`src/rtl/if_fetch_stage_pkg.sv`:
```
// Shared types and defaults for the instruction-fetch stage (package if_pkg).
// Holds the fetch FSM encoding, the nop word and the PC reset/step defaults.
package if_pkg;

    typedef enum logic {
        S_REQ  = 1'b0,
        S_HELD = 1'b1
    } if_state_e;

    localparam logic [31:0] NOP_INSTR   = 32'h0000_0000;
    localparam logic [31:0] IF_PC_STEP  = 32'd4;
    localparam logic [31:0] IF_RESET_PC = 32'h0000_0000;

    // Modulo-2^32 sequential advance; wraps silently past 32'hFFFF_FFFC.
    function automatic logic [31:0] pc_advance(input logic [31:0] pc, input logic [31:0] step);
        return pc + step;
    endfunction

endpackage

```
`src/rtl/if_fetch_stage_perf_counter.sv`:
```
// Saturating event counter used by the fetch stage performance monitors.
// Only instantiated when IF_FETCH_PERF_CNT_EN is defined.
module if_perf_counter #(
    parameter int unsigned WIDTH = 32
) (
    input  logic             clk_i,
    input  logic             rst_ni,
    input  logic             inc_i,
    output logic [WIDTH-1:0] count_o
);

    localparam logic [WIDTH-1:0] ONE = {{(WIDTH-1){1'b0}}, 1'b1};

    logic [WIDTH-1:0] count_q;
    logic [WIDTH-1:0] count_d;

    always_comb begin
        count_d = count_q;
        if (inc_i && (count_q != '1)) begin
            count_d = count_q + ONE;
        end
    end

    always_ff @(posedge clk_i or negedge rst_ni) begin
        if (!rst_ni) begin
            count_q <= '0;
        end else begin
            count_q <= count_d;
        end
    end

    assign count_o = count_q;

endmodule

```
`src/rtl/if_fetch_stage.sv`:
```
// MIPS IF stage: owns the PC, single-outstanding imem handshake, stall buffer and redirect/kill.
// Define IF_FETCH_PERF_CNT_EN to enable the perf_stall / perf_redirect counters (tied to 0 otherwise).
module if_fetch_stage
    import if_pkg::*;
#(
    parameter logic [31:0] RESET_PC = IF_RESET_PC,
    parameter logic [31:0] PC_STEP  = IF_PC_STEP
) (
    input  logic        clock,
    input  logic        reset,
    input  logic        pc_write,
    input  logic        branch_taken,
    input  logic [31:0] branch_target,
    input  logic        jump,
    input  logic [31:0] jump_target,
    output logic        imem_req,
    output logic [31:0] imem_addr,
    input  logic        imem_ready,
    input  logic [31:0] imem_rdata,
    output logic [31:0] instruction_if,
    output logic [31:0] npc_if,
    output logic        if_valid,
    output logic        fetch_busy,
    output logic [31:0] perf_stall,
    output logic [31:0] perf_redirect
);

    if_state_e   state_q, state_d;
    logic [31:0] pc_q, pc_d;
    logic [31:0] pc_pending_q, pc_pending_d;
    logic [31:0] hold_buf_q, hold_buf_d;
    logic        kill_q, kill_d;

    logic        redirect;
    logic [31:0] target;
    logic        deliver;

    assign redirect = branch_taken | jump;
    assign target   = branch_taken ? branch_target : jump_target;

    // Outputs are gated by reset so nothing is requested or presented while it is held low.
    assign imem_req   = reset && (state_q == S_REQ);
    assign fetch_busy = imem_req && !imem_ready;
    assign deliver    = imem_req && imem_ready && !kill_q && !redirect;
    assign if_valid   = deliver || (reset && (state_q == S_HELD) && !redirect);

    assign instruction_if = deliver  ? imem_rdata :
                            if_valid ? hold_buf_q : NOP_INSTR;
    assign imem_addr      = pc_q;
    assign npc_if         = pc_advance(pc_q, PC_STEP);

    always_comb begin
        state_d      = state_q;
        pc_d         = pc_q;
        pc_pending_d = pc_pending_q;
        hold_buf_d   = hold_buf_q;
        kill_d       = kill_q;
        unique case (state_q)
            S_REQ: begin
                if (imem_ready) begin
                    if (redirect) begin
                        pc_d   = target;
                        kill_d = 1'b0;
                    end else if (kill_q) begin
                        pc_d   = pc_pending_q;
                        kill_d = 1'b0;
                    end else if (pc_write) begin
                        pc_d = pc_advance(pc_q, PC_STEP);
                    end else begin
                        hold_buf_d = imem_rdata;
                        state_d    = S_HELD;
                    end
                end else if (redirect) begin
                    // Address must stay stable until the outstanding request completes.
                    kill_d       = 1'b1;
                    pc_pending_d = target;
                end
            end
            S_HELD: begin
                if (redirect) begin
                    pc_d       = target;
                    hold_buf_d = NOP_INSTR;
                    state_d    = S_REQ;
                end else if (pc_write) begin
                    pc_d    = pc_advance(pc_q, PC_STEP);
                    state_d = S_REQ;
                end
            end
            default: state_d = S_REQ;
        endcase
    end

    always_ff @(posedge clock or negedge reset) begin
        if (!reset) begin
            state_q      <= S_REQ;
            pc_q         <= RESET_PC;
            pc_pending_q <= RESET_PC;
            hold_buf_q   <= NOP_INSTR;
            kill_q       <= 1'b0;
        end else begin
            state_q      <= state_d;
            pc_q         <= pc_d;
            pc_pending_q <= pc_pending_d;
            hold_buf_q   <= hold_buf_d;
            kill_q       <= kill_d;
        end
    end

`ifdef IF_FETCH_PERF_CNT_EN
    if_perf_counter #(.WIDTH(32)) u_stall_cnt (
        .clk_i  (clock),
        .rst_ni (reset),
        .inc_i  (fetch_busy),
        .count_o(perf_stall)
    );

    if_perf_counter #(.WIDTH(32)) u_redirect_cnt (
        .clk_i  (clock),
        .rst_ni (reset),
        .inc_i  (redirect),
        .count_o(perf_redirect)
    );
`else
    assign perf_stall    = '0;
    assign perf_redirect = '0;
`endif

endmodule

```
`config.mk`:
```
export PLATFORM = sky130hd
export DESIGN_NAME = if_fetch_stage
export DESIGN_NICKNAME = d
export VERILOG_FILES = /design/src/rtl/if_fetch_stage_pkg.sv /design/src/rtl/if_fetch_stage_perf_counter.sv /design/src/rtl/if_fetch_stage.sv
export SDC_FILE = /design/constraint.sdc
export NUM_CORES = 1
export LEC_CHECK = 0
export ABC_AREA = 1
export CORE_MARGIN = 2
export CORE_UTILIZATION = 44
export CTS_CLUSTER_DIAMETER = 120
export CTS_CLUSTER_SIZE = 24
export DETAILED_ROUTE_END_ITERATION = 8
export PLACE_DENSITY = 0.81
export SLEW_MARGIN = 10
export SYNTH_ARGS = -nofsm -noshare
export SYNTH_HDL_FRONTEND = slang
export SYNTH_SLANG_ARGS = --single-unit
```
`constraint.sdc`:
```
create_clock -name clock -period 1.9 [get_ports clock]
set_input_delay 0.38 -clock clock [delete_from_list [all_inputs] [get_ports clock]]
set_output_delay 0.38 -clock clock [all_outputs]
set_load 0.005 [all_outputs]
```
==> flow_summary.rst, run 1 <==
.. list-table::
   :header-rows: 1

   * - Metric
     - Value
   * - Internal reg-to-reg setup slack
     - -360 ps
   * - Count of max-cap constraint violations
     - 0
   * - Primary flip-flop cell chosen by synthesis mapping
     - sky130_fd_sc_hd__dfrtp_1
   * - CTS root buffer
     - sky130_fd_sc_hd__clkbuf_16
   * - Area occupied by registers
     - 2460 sq um
   * - Non-Filler Instances
     - 1551
   * - Worst Path Max Fanout
     - 4
   * - Critical Path RT
     - 1520 ps
   * - Critical Path AT
     - 1930 ps
   * - Number of detailed-route iterations in the first pass
     - 6
   * - Clk pin slew, worst setup/hold paths
     - 80 ps
   * - RSZ-0062 raised after global routing
     - true
   * - Number of DRC markers after the initial detailed-route iteration
     - 889
   * - H-tree Lvls
     - 3
   * - Worst slew margin relative to its limit
     - 40.9%
   * - Met3 global-route usage
     - 7.26%
   * - Count of input and output buffers
     - 200
   * - Residual antenna-violating net count after detailed routing
     - 0
   * - Path type of the worst min-delay path
     - primary input to asynchronous set/reset pin
   * - Share of synthesized flip-flops with an asynchronous set or reset
     - 100%
   * - Dominant cells by area after synthesis
     - sky130_fd_sc_hd__dfrtp_1 (37%), sky130_fd_sc_hd__nand2_1 (20%), sky130_fd_sc_hd__buf_4 (7.8%)
   * - Number of synthesis warnings
     - 0
   * - Core Area
     - 14500 sq um
   * - Ratio of routed vias to standard cells
     - 5.39
   * - Flop pwr share
     - 35.9%
   * - Peak ir drop on the vdd network
     - 602 uV
   * - Number of distinct library cell variants in the gate-level netlist after synthesis
     - 32
   * - Sink Count
     - 98
   * - Category of the critical setup timing path
     - flop to output pin
   * - Leakage
     - 5.73 nW
   * - Vertical die dimension
     - 126 um
   * - Syn-to-layout area delta
     - 67.6%
   * - Number of buffers created by CTS
     - 9
   * - Initial antenna violation count
     - 0
   * - Final clock period utilization by the worst path
     - 122%
   * - Worst setup EP type
     - output pin
   * - Combined area of the multi-input logic cells
     - 3870 sq um
   * - Nets@finish
     - 1465
   * - Synth area leader
     - sky130_fd_sc_hd__dfrtp_1
   * - Worst setup SP type
     - flop
   * - Antenna diode count
     - 0
   * - Post-layout min period
     - 2310 ps
   * - Number of instances in the synthesized netlist
     - 975
   * - Status
     - complete, but fails checks
   * - Residual DRC count
     - 0
   * - Hold Violations, Final
     - 0
   * - Area share of the leading cell type in the synthesized netlist
     - 37.4%
   * - Comb power frac
     - 37.8%
   * - Final Max Slew Viols
     - 0
   * - Share of cells above drive strength 1
     - 31.7%
   * - Overall fraction of global-route tracks in use
     - 31.4%
   * - Worst-path cell with the longest stage delay
     - sky130_fd_sc_hd__dfrtp_1
   * - Violated checks
     - setup timing
   * - Internal Dissipation
     - 0.00487 W
   * - Highest cell delay on the worst timing path
     - 370 ps
   * - Clock power frac
     - 26.3%
   * - Total net switching power
     - 0.00251 W
   * - Number of flops mapped to enable cells by yosys
     - 0
   * - Sw Share
     - 34.0%
   * - Clock tree from TritonCTS
     - yes
   * - Global-route met2 utilization
     - 51.8%
   * - Detailed placement HPWL
     - 16.3 mm
   * - Clock insertion delay at the later pin of the skew report
     - 360 ps
   * - Syn Std Cell Area
     - 6560 sq um
   * - Hold WS
     - 202 ps
   * - Post-detailed-routing wire length
     - 27.7 mm
   * - Wire length of the first global-routing pass
     - 40.1 mm
   * - Global-route layer with the greatest usage
     - met2
   * - Count of state elements after synthesis
     - 98
   * - Number of instances in the placed design
     - 1460
   * - Wirelength per Cell
     - 17.8 um
   * - Via count
     - 8362
   * - CP most frequent cell
     - sky130_fd_sc_hd__buf_6
   * - Highest clock frequency the design can meet
     - 0.432 GHz
   * - Met1 track utilization from global routing
     - 39.3%
   * - Die Area
     - 15900 sq um
   * - Mapped Avg Cell Area
     - 6.72 sq um
   * - Via count of the first global-routing pass
     - 7956
   * - Weighted congestion at the end of routability-driven global placement
     - 0.913
   * - Cell Rows
     - 44
   * - Transition at the pin with the smallest max-transition slack
     - 886 ps
   * - Chip Width
     - 126 um
   * - Count of boundary I/O pins
     - 265
   * - Total congestion overflow after global routing
     - 0
   * - Least setup slack across all paths after layout
     - -414 ps
   * - Pin count of the biggest net entering global routing
     - 67
   * - Number of fill cells in the layout
     - 975
   * - Fraction of the yosys area taken by sequential cells
     - 37.4%
   * - Final setup fails
     - 66
   * - Maximum number of buffers from clock root to sink
     - 2
   * - Power Dens Cells
     - 671 nW/um^2
   * - Effective utilization at floorplan
     - 45.1%
   * - CP cell instances
     - buf_6, inv_4, nor2_4, nand2_4, nor2_2, buf_6, buf_6, nand2_2, nand2_2, nand2_1, buf_2
   * - Final-layout setup total negative slack
     - -11250 ps
   * - Setup skew after layout
     - 12.8 ps
-- per-stage QoR --
step                      setup slack (ps)  instance area [sq um]  utilization (%)  power, W
final                                 -414                  11000             75.6   0.00738
after global routing                  -498                  11000             75.6   0.00770
after CTS                             -335                  10600             73.1   0.00705
after detailed placement              -744                   9510             65.4   0.00498
after global placement                -645                   9510             65.4   0.00491
after floorplan                        143                   6790                -   0.00368
-- Yosys cell counts, types with 5 or more instances --
library cell / instances
sky130_fd_sc_hd__nand3_1: 32
sky130_fd_sc_hd__inv_1: 119
sky130_fd_sc_hd__a22oi_1: 10
sky130_fd_sc_hd__xor2_1: 14
sky130_fd_sc_hd__inv_2: 5
sky130_fd_sc_hd__buf_2: 11
sky130_fd_sc_hd__o22ai_1: 66
sky130_fd_sc_hd__nor2_1: 74
sky130_fd_sc_hd__o21ai_0: 33
sky130_fd_sc_hd__clkbuf_1: 26
sky130_fd_sc_hd__nand2_1: 351
sky130_fd_sc_hd__a211oi_1: 12
sky130_fd_sc_hd__dfrtp_1: 98
sky130_fd_sc_hd__a21oi_1: 30
sky130_fd_sc_hd__buf_4: 68
sky130_fd_sc_hd__nor2_2: 6
-- cell families after synthesis --
logic type | count (synthesis) | synth area share [%]
buf+inv | 233 | 17.7
simple gates | 470 | 28.4
xor+xnor | 15 | 2.00
compound gates | 157 | 14.3
fa+ha+maj | 1 | 0.191
other cells | 1 | 0.0572
flops | 98 | 37.4
-- layer usage --
metal	part of all wire, %	wire length [um]
met5	0	0
met4	5.7	1570
met2	48	13200
met1	36	10100
met3	10	2780
-- worst paths after layout --
kind,from,cells after the start,to
worst max-delay path,imem_addr[2],11,npc_if[19]
worst min-delay path,reset,3,state_q
worst max register to register,imem_addr[9],17,imem_addr[29]
worst min register to register,pc_pending_q[23],2,pc_pending_q[23]
max in group asynchronous,reset,2,imem_addr[20]
min in group clock,pc_pending_q[23],2,pc_pending_q[23]
-- repair_timing --
| item | in CTS | in global routing |
|---|---|---|
| pin swaps | 48 | 40 |
| cloned | 4 | 3 |
| hold buffers | 0 | 0 |
| gates resized for setup | 374 | 70 |
| setup buffers | 59 | 18 |
| endpoints found under the setup margin | 95 | 74 |
-- flip-flops by register name (all words and copies together) (netlist names) --
register / flops
hold_buf_q: 32
imem_addr: 32
pc_pending_q: 32
kill_q: 1
state_q: 1
-- layout by cell type, fill, tap and decap left out, types with 9 or more instances in the layout --
cell                              netlist  layout
sky130_fd_sc_hd__nand2_1              351     314
sky130_fd_sc_hd__buf_4                 68     186
sky130_fd_sc_hd__clkdlybuf4s50_1        0     128
sky130_fd_sc_hd__inv_1                119     116
sky130_fd_sc_hd__dfrtp_1               98      94
sky130_fd_sc_hd__conb_1                 1      64
sky130_fd_sc_hd__buf_2                 11      62
sky130_fd_sc_hd__nor2_1                74      54
sky130_fd_sc_hd__o22ai_1               66      34
sky130_fd_sc_hd__nand2_2                0      30
sky130_fd_sc_hd__nand3_1               32      30
sky130_fd_sc_hd__o21ai_0               33      30
sky130_fd_sc_hd__a21oi_1               30      28
sky130_fd_sc_hd__o22ai_2                0      23
sky130_fd_sc_hd__buf_6                  2      22
sky130_fd_sc_hd__nor2_4                 0      14
sky130_fd_sc_hd__nor2_2                 6      12
sky130_fd_sc_hd__a211oi_1              12      12
sky130_fd_sc_hd__clkbuf_16              0      12
sky130_fd_sc_hd__xor2_2                 0      10
sky130_fd_sc_hd__a22oi_1               10      10
sky130_fd_sc_hd__o22ai_4                0       9
-- worst max-delay path, delay by kind of cell, from the launching register on --
kind,cells,cell delay [ps]
DFF,1,370
and+or+nand+nor,6,660
buffers and inverters,5,540
-- layout make-up --
| cell class | instances | area share [%] |
|---|---|---|
| flip-flops and latches | 98 | 22.4 |
| multi-input cells | 707 | 35.2 |
| repair buffers | 422 | 33.3 |
| clock inverters | 5 | 0.558 |
| clock buffers | 11 | 2.21 |
| inverters | 124 | 4.28 |
| well taps | 184 | 2.10 |
-- power by group through the flow --
| stage | logic [W] | clock network (W) | registers [W] |
|---|---|---|---|
| finish | 0.00279 | 0.00194 | 0.00265 |
| global route | 0.00300 | 0.00202 | 0.00267 |
| CTS | 0.00252 | 0.00191 | 0.00262 |
| detailed placement | 0.00233 | 0 | 0.00265 |
| global placement | 0.00228 | 0 | 0.00264 |
| floorplan | 0.00102 | 0 | 0.00266 |
No activity file was read; power rests on OpenSTA's default activity.
==> inputs of run 2 (changes only) <==
- HOLD_SLACK_MARGIN: not set -> 0.02
==> results of run 2 <==
The final DEF is identical to that of run 1; final timing and power are the same.
